<file path="config.mk">
export PLATFORM = sky130hd
export DESIGN_NAME = snn_layer_sequencer
export DESIGN_NICKNAME = d
export VERILOG_FILES = /design/src/rtl/snn_pkg.sv /design/src/rtl/snn_mod_counter.sv /design/src/rtl/snn_layer_sequencer.sv
export SDC_FILE = /design/constraint.sdc
export NUM_CORES = 1
export LEC_CHECK = 0
export CORE_UTILIZATION = 44
export CTS_CLUSTER_SIZE = 24
export DETAILED_ROUTE_END_ITERATION = 8
export HOLD_SLACK_MARGIN = 0.12
export MAX_ROUTING_LAYER = met4
export PLACE_DENSITY_LB_ADDON = 0.05
export RECOVER_POWER = 25
export SLEW_MARGIN = 20
export SYNTH_ARGS = -nofsm -noshare
export SYNTH_HDL_FRONTEND = slang
export SYNTH_SLANG_ARGS = --single-unit
</file>
<file path="constraint.sdc">
create_clock -name clk -period 3.3 [get_ports clk]
set_clock_uncertainty 0.15 [all_clocks]
set_input_delay 0.825 -clock clk [delete_from_list [all_inputs] [get_ports clk]]
set_output_delay 0.825 -clock clk [all_outputs]
set_load 0.1 [all_outputs]
</file>
<file path="src/rtl/snn_pkg.sv">
// Shared constants and state type for the SNN layer sequencer.
// Default geometry: 784 binary pixels feeding 32 neurons.
package snn_pkg;

  localparam int NUM_INPUTS_DEF  = 784;
  localparam int NUM_NEURONS_DEF = 32;

  localparam int IN_AW_DEF = $clog2(NUM_INPUTS_DEF);
  localparam int N_W_DEF   = $clog2(NUM_NEURONS_DEF);
  localparam int WT_AW_DEF =
    $clog2(NUM_INPUTS_DEF * NUM_NEURONS_DEF);

  typedef enum logic [2:0] {
    S_IDLE,
    S_CLEAR,
    S_SWEEP,
    S_DRAIN,
    S_NDONE,
    S_DONE
  } seq_state_t;

endpackage

</file>
<file path="src/rtl/snn_mod_counter.sv">
// Modulo-N up-counter with clear, increment and terminal-count flag.
// Used for the pixel sweep index and the neuron index.
module snn_mod_counter #(
  parameter int N = 4,
  parameter int W = 2
) (
  input  logic         i_clk,
  input  logic         i_rst,
  input  logic         i_clr,
  input  logic         i_inc,
  output logic [W-1:0] o_cnt,
  output logic         o_tc
);

  localparam logic [W-1:0] LAST = W'(N - 1);

  logic [W-1:0] r_cnt;

  assign o_cnt = r_cnt;
  assign o_tc  = (r_cnt == LAST);

  // Count up, wrapping to zero after the terminal value.
  always_ff @(posedge i_clk) begin
    if (i_rst || i_clr) begin
      r_cnt <= '0;
    end else if (i_inc) begin
      r_cnt <= o_tc ? '0 : r_cnt + W'(1);
    end
  end

endmodule

</file>
<file path="src/rtl/snn_layer_sequencer.sv">
// Sweeps all pixels once per neuron, driving weight ROM and accumulator.
// Optional macro SNN_SEQ_STALL_EN adds a 'stall' input that freezes it.
module snn_layer_sequencer
  import snn_pkg::*;
#(
  parameter int NUM_INPUTS  = NUM_INPUTS_DEF,
  parameter int NUM_NEURONS = NUM_NEURONS_DEF,
  parameter int IN_AW       = IN_AW_DEF,
  parameter int N_W         = N_W_DEF,
  parameter int WT_AW       = WT_AW_DEF
) (
  input  logic             clk,
  input  logic             rst,
  input  logic             start,
  input  logic             image_ready,
  input  logic             in_bit,
`ifdef SNN_SEQ_STALL_EN
  input  logic             stall,
`endif
  output logic             busy,
  output logic [IN_AW-1:0] in_addr,
  output logic [WT_AW-1:0] wt_addr,
  output logic             acc_clr,
  output logic             acc_en,
  output logic [N_W-1:0]   neuron_idx,
  output logic             neuron_done,
  output logic             done,
  output logic             consume
);

  seq_state_t       r_state;
  logic             r_v_d1;
  logic             w_run;
  logic             w_accept;
  logic [IN_AW-1:0] w_pix;
  logic             w_pix_tc;
  logic [N_W-1:0]   w_nidx;
  logic             w_nidx_tc;
  logic             w_pix_clr;
  logic             w_pix_inc;
  logic             w_n_clr;
  logic             w_n_inc;

`ifdef SNN_SEQ_STALL_EN
  assign w_run = ~stall;
`else
  assign w_run = 1'b1;
`endif

  assign w_accept  = (r_state == S_IDLE)
                   & start & image_ready;
  assign w_pix_clr = w_run & (r_state == S_CLEAR);
  assign w_pix_inc = w_run & (r_state == S_SWEEP);
  assign w_n_clr   = w_run & w_accept;
  assign w_n_inc   = w_run & (r_state == S_NDONE)
                   & ~w_nidx_tc;

  snn_mod_counter #(
    .N (NUM_INPUTS),
    .W (IN_AW)
  ) u_pix (
    .i_clk (clk),
    .i_rst (rst),
    .i_clr (w_pix_clr),
    .i_inc (w_pix_inc),
    .o_cnt (w_pix),
    .o_tc  (w_pix_tc)
  );

  snn_mod_counter #(
    .N (NUM_NEURONS),
    .W (N_W)
  ) u_nidx (
    .i_clk (clk),
    .i_rst (rst),
    .i_clr (w_n_clr),
    .i_inc (w_n_inc),
    .o_cnt (w_nidx),
    .o_tc  (w_nidx_tc)
  );

  // Layer FSM: clear, sweep, drain and report for each neuron.
  always_ff @(posedge clk) begin
    if (rst) begin
      r_state <= S_IDLE;
    end else if (w_run) begin
      unique case (r_state)
        S_IDLE:  if (w_accept) r_state <= S_CLEAR;
        S_CLEAR: r_state <= S_SWEEP;
        S_SWEEP: if (w_pix_tc) r_state <= S_DRAIN;
        S_DRAIN: r_state <= S_NDONE;
        S_NDONE: r_state <= w_nidx_tc ? S_DONE
                                      : S_CLEAR;
        S_DONE:  r_state <= S_IDLE;
        default: r_state <= S_IDLE;
      endcase
    end
  end

  // Sweep-valid delayed to line up with the buffered pixel bit.
  always_ff @(posedge clk) begin
    if (rst) begin
      r_v_d1 <= 1'b0;
    end else if (w_run) begin
      r_v_d1 <= (r_state == S_SWEEP);
    end
  end

  assign busy        = (r_state != S_IDLE);
  assign in_addr     = w_pix;
  assign neuron_idx  = w_nidx;
  assign wt_addr     = WT_AW'(w_nidx) * WT_AW'(NUM_INPUTS)
                     + WT_AW'(w_pix);
  assign acc_clr     = w_run & (r_state == S_CLEAR);
  assign acc_en      = w_run & r_v_d1 & in_bit;
  assign neuron_done = w_run & (r_state == S_NDONE);
  assign done        = w_run & (r_state == S_DONE);
  assign consume     = done;

endmodule

</file>
==> results of run 1 <==
-- logic make-up (layout without fill, tap and decap cells) --
logic type,count (synthesis),after routing,share of synthesized area [%]
AO/OA/AOI/OAI,44,44,17.0
adder cells (fa/ha/maj),22,22,17.6
AND/OR/NAND/NOR,74,74,24.3
buffers and inverters,21,77,8.09
flip-flops,19,19,23.6
multiplexers,1,1,0.622
XOR/XNOR,16,16,8.71
-- metal layers --
| layer | track usage, % | vias to the layer above | routed length (µm) |
|---|---|---|---|
| met5 | - | - | 0 |
| met4 | 11.0 | 0 | 133 |
| met3 | 1.64 | 13 | 148 |
| met2 | 45.1 | 48 | 2330 |
| met1 | 24.0 | 762 | 1650 |
| li1 | - | 807 | - |
-- worst register-to-register path, delay by kind of cell (launching register included) --
| family | cells | cell delay (ns) |
|---|---|---|
| AO/OA/AOI/OAI | 3 | 0.91 |
| flip-flops | 1 | 0.52 |
| AND/OR/NAND/NOR | 1 | 0.53 |
-- cells in the mapped netlist (3+ instances only) --
cell type  instances  area share, %
buf_6              4            2.8
and3_1             5            1.9
o21ai_0            8            2.5
dfxtp_1           19             24
ha_1              21             16
a211oi_1           3            1.4
nor2_1            26            6.1
a21oi_1           17            5.3
xor2_1             6            3.3
inv_1              9            2.1
buf_4              5            2.3
xnor2_1           10            5.4
nand3b_1           4            1.9
nand3_1            4            1.2
nand2_1           14            3.3
-- power by group through the flow --
| stage | registers, µW | clock network (µW) | logic, µW |
|---|---|---|---|
| floorplan | 243 | 0 | 76.9 |
| global placement | 239 | 0 | 94.0 |
| detailed placement | 239 | 0 | 95.0 |
| CTS | 234 | 120 | 95.3 |
| global route | 235 | 126 | 99.5 |
| finish | 234 | 117 | 94.4 |
-- state kept, by name, indices dropped and copies added (netlist names) --
signal and count:
u_pix.o_cnt 10, r_state 3, r_v_d1 1, u_nidx.o_cnt 5
-- layout make-up --
cell class | instances | area [µm²] | area share, %
Inverter | 9 | 36.3 | 1.38
Multi-Input combinational cell | 157 | 1490 | 56.4
Clock inverter | 1 | 5.00 | 0.190
Clock buffer | 3 | 22.5 | 0.854
Sequential cell | 19 | 414 | 15.7
Timing Repair Buffer | 64 | 614 | 23.3
Tap cell | 46 | 57.6 | 2.18
-- stage by stage --
stage / util [%] / setup slack, ns / std cells / setup TNS, ns / hold slack (ns)
6_report: 77.2 / -0.451 / 299 / -1.37 / 0.373
5_1_grt: 77.2 / -0.584 / 299 / -1.89 / 0.396
4_1_cts: 76.0 / -0.444 / 294 / -1.49 / 0.370
3_5_place_dp: 70.9 / -0.184 / 284 / -0.395 / 0.350
3_3_place_gp: 70.9 / -0.0866 / 284 / -0.129 / 0.346
2_1_floorplan: - / -0.468 / 197 / -1.33 / 0.398
-- worst min path at each step --
stage                    from             end  slack (ns)  cells past startpoint
2_1_floorplan      r_state[0]      r_state[0]        0.40                      2
3_3_place_gp   u_pix.o_cnt[5]  u_pix.o_cnt[5]        0.35                      1
3_5_place_dp   u_pix.o_cnt[6]  u_pix.o_cnt[6]        0.35                      1
4_1_cts        u_pix.o_cnt[5]  u_pix.o_cnt[5]        0.37                      1
5_1_grt        u_pix.o_cnt[5]  u_pix.o_cnt[5]        0.40                      1
6_report       u_pix.o_cnt[5]  u_pix.o_cnt[5]        0.37                      1
-- what timing repair did --
action	in CTS	in global routing
gates resized for setup	20	6
setup buffers	6	7
endpoints found under the setup margin	5	5
cloned	0	0
hold buffers	0	0
pin swaps	13	11
==> impl_metrics.json, run 1 <==
{
  "finalCritPeriodShare_pct": 114,
  "crit_path_end_kind": "output port",
  "p_switching_uw": 149,
  "crit_chain": "inv_4 -> ha_4 -> inv_2 -> ha_4 -> ha_4 -> buf_6 -> nand3b_1 -> o22ai_2 -> o311ai_4 -> nand3b_1 -> xnor2_4 -> buf_12",
  "drt-initial-drc-count": 37,
  "synth_cell_types": 48,
  "clock_power_share_pct": 26.2,
  "slew_headroom_pct": 22.7,
  "initial_core_util_pct": 47.1,
  "antenna_cells": 0,
  "setup_viol": 5,
  "min_period_ns": 3.75,
  "nets": 281,
  "synthCells": 197,
  "worst_slew_pin_slew_ns": 1.16,
  "async_flop_share_pct": 0,
  "synth_fp_nets": 224,
  "swShare_pct": 33.4,
  "layout_common_cells": "44 x buf_4, 25 x nor2_1, 14 x a21oi_1, 13 x nand2_1, 10 x ha_4",
  "dp_hpwl_mm": 3.26,
  "cts_root_buffer": "clkbuf_4",
  "r2r_slack_ns": 1.11,
  "drive_gt1_share_pct": 48.2,
  "hold_path.class": "reg -> reg",
  "powerDensity_nw_per_um2": 169,
  "cts_tree": "built",
  "drc_errors": 0,
  "hold_viol": 0,
  "die_y_um": 62.5,
  "die_w_um": 62.5,
  "seq_power_share_pct": 52.6,
  "worstSetupPathType": "reg -> out",
  "gp_congestion": 0.878,
  "grt_pass1_wl_mm": 7.16,
  "r2r_end": "u_pix.o_cnt[8]",
  "postRouteAntennaNets": 0,
  "crit_buf_inv": 4,
  "outcome": "complete, but fails checks",
  "clkLatencyLatePin_ns": 0.29,
  "p_int_uw": 297,
  "layout_commonest_cell": "buf_4",
  "cts.path.max_buffers": 2,
  "crit_path_top_delay_cell": "dfxtp_4",
  "antenna_found_initial": 0,
  "path_delay_family": "adder cells",
  "synth_seq_cells": 19,
  "drv_cap": 0,
  "r2r_cells": 4,
  "routed_wl_mm": 4.26,
  "boundaryPins": 41,
  "dpl_cell_area_um2": 2420,
  "cp.depth": 12,
  "grt_util_all_layers_pct": 23.5,
  "grt_max_degree": 12,
  "yosysSeqAreaShare_pct": 23.6,
  "final_area_um2": 2640,
  "power.total_uw": 445,
  "syn-cell-area_um2": 1610,
  "crit_path_frequent_cell": "ha_4",
  "via_per_inst": 5.45,
  "endpoint": "wt_addr[14]",
  "syn_to_final_growth_pct": 63.8,
  "critPathLaunchType": "register",
  "grt_pass1_vias": 1625,
  "core_um2": 3420,
  "wl_per_cell_um": 14.3,
  "slowest_delay_ns": 0.39,
  "combPwrFrac_pct": 21.2,
  "via_count": 1630,
  "avgSynthCellArea_um2": 8.17,
  "cp_max_fo": 4,
  "ctsHtreeMaxLevel": 1,
  "rows": 21,
  "io_buffers": 40,
  "leakage_uw": 0.00113,
  "irDropWorstVdd_v": 0.000192,
  "setup_ws_ns": -0.451,
  "synth-main-ff-cell": "dfxtp_1",
  "synth_edf_count": 0,
  "worstPathArrival_ns": 2.78,
  "first_pass_iters": 4,
  "required_ns": 2.32,
  "numCtsBuffers": 3,
  "nFillCells": 242,
  "ys_warn_count": 0,
  "r2r_start": "r_state[1]",
  "grt_overflow": 0,
  "drv_slew": 0,
  "timing.fmax_ghz": 0.267,
  "violations": "setup timing",
  "path_clk_slew_ns": 0.11,
  "rsz0062_at_grt": "yes",
  "cts.sinks": 19,
  "dieArea_um2": 3900,
  "setup.worst_path.start": "u_nidx.o_cnt[3]"
}
(Power assumes the default switching activity.)
==> run 2: changes to the inputs <==
- CORE_MARGIN: default -> 4
==> impl_metrics.json, run 2 (synthesis results as in run 1) <==
{
  "final_area_um2": 2570,
  "powerDensity_nw_per_um2": 189,
  "largest_reg_flops": 10,
  "via_per_inst": 5.33,
  "hold_viol": 0,
  "dp_hpwl_mm": 3.23,
  "via_count": 1572,
  "cts_tree": "built",
  "routed_wl_mm": 4.18,
  "clkLatencyLatePin_ns": 0.25,
  "grt_max_degree": 12,
  "first_pass_iters": 4,
  "violations": "setup timing",
  "syn_to_final_growth_pct": 59.8,
  "setup.worst_path.start": "u_nidx.o_cnt[3]",
  "die_y_um": 68.5,
  "min_period_ns": 3.63,
  "irDropWorstVdd_v": 0.000242,
  "slew_headroom_pct": 22.3,
  "boundaryPins": 41,
  "wl_per_cell_um": 14.2,
  "layout_common_cells": "43 x buf_4, 25 x nor2_1, 14 x a21oi_1, 13 x nand2_1, 12 x ha_1",
  "rsz0062_at_grt": "yes",
  "ctsHtreeMaxLevel": 1,
  "grt_pass1_wl_mm": 6.87,
  "layout_commonest_cell": "buf_4",
  "initial_core_util_pct": 46.7,
  "final.setup.tns_ns": -0.993,
  "io_buffers": 40,
  "cts_root_buffer": "clkbuf_8",
  "critPathLaunchType": "register",
  "setup_ws_ns": -0.334,
  "worst_slew_pin_slew_ns": 1.17,
  "ctsHoldBuffers": 0,
  "grt_pass1_vias": 1475,
  "antenna_cells": 0,
  "nets": 277,
  "finalNonFillerCells": 295,
  "path_clk_slew_ns": 0.07,
  "drv_slew": 0,
  "drv_cap": 0,
  "drc_errors": 0,
  "grt_util_all_layers_pct": 19.7,
  "numCtsBuffers": 3,
  "antenna_found_initial": 0,
  "timing.fmax_ghz": 0.275,
  "cp_max_fo": 3,
  "die_w_um": 68.5,
  "postRouteAntennaNets": 0,
  "leakage_uw": 0.00113,
  "cts.sinks": 19,
  "core_um2": 3440,
  "rows": 21,
  "grt_overflow": 0,
  "dp.cells": 284,
  "r2r_start": "r_state[1]",
  "hold_path.class": "reg -> reg",
  "gp_congestion": 0.829,
  "worstPathArrival_ns": 2.66,
  "min_from": "u_pix.o_cnt[6]",
  "fin_util_pct": 74.7,
  "crit_path_end_kind": "output port",
  "drt-initial-drc-count": 37,
  "setup_viol": 4,
  "cts.path.max_buffers": 2,
  "dieArea_um2": 4690,
  "dpl_cell_area_um2": 2420,
  "drive_gt1_share_pct": 45.8,
  "timing.hold.ws_ns": 0.365,
  "outcome": "complete, but fails checks",
  "worstSetupPathType": "reg -> out",
  "finalCritPeriodShare_pct": 110,
  "required_ns": 2.32
}
run 2: path summary, 6_finish.rpt:
check              endpoint  slack (ns)  cells after the start
max             wt_addr[14]       -0.33                     11
min reg2reg  u_pix.o_cnt[6]        0.36                      1
min          u_pix.o_cnt[6]        0.36                      1
max reg2reg  u_pix.o_cnt[8]        1.21                      4
run 2: stage by stage:
step / setup slack, ns / power (µW)
4_1_cts: -0.343 / 493
2_1_floorplan: -0.468 / 320
6_report: -0.334 / 487
5_1_grt: -0.438 / 512
3_5_place_dp: -0.125 / 335
3_3_place_gp: -0.0598 / 333
run 2: area by class of cell:
| type | instances | area [µm²] |
|---|---|---|
| Multi-Input combinational cell | 157 | 1440 |
| Fill cell | 257 | 871 |
| Timing Repair Buffer | 60 | 573 |
| Sequential cell | 19 | 414 |
| Tap cell | 46 | 57.6 |
| Clock buffer | 3 | 41.3 |
| Inverter | 9 | 36.3 |
| Clock inverter | 1 | 5.00 |
run 2: repair_timing:
action / in CTS / in global routing
buffers inserted: 3 / 4
pin swaps: 6 / 6
endpoints found under the setup margin: 5 / 5
resized for setup: 3 / 10
run 2: layer usage:
layer	vias up	wire (µm)	GRT usage, %
li1	791	-	-
met1	733	1950	26.3
met2	46	1960	31.9
met3	2	248	3.45
met4	0	14	2.23
met5	-	0	-
run 2: worst max-delay path, cell delays in order, from the launching register on:
cell      delay (ns)
dfxtp_4         0.37
inv_4           0.04
ha_4            0.26
inv_2           0.04
ha_4            0.21
ha_4            0.26
and4b_1         0.18
a31o_2          0.24
o311ai_4        0.22
nand3b_1        0.23
xnor2_4         0.15
buf_12          0.19
run 2: report_power, final:
group	total, µW	leakage [µW]	switching [µW]	internal [µW]
Clock	159	0.0000255	74.8	83.9
Sequential	234	0.000161	7.09	227
Combinational	94.6	0.000947	70.0	24.6
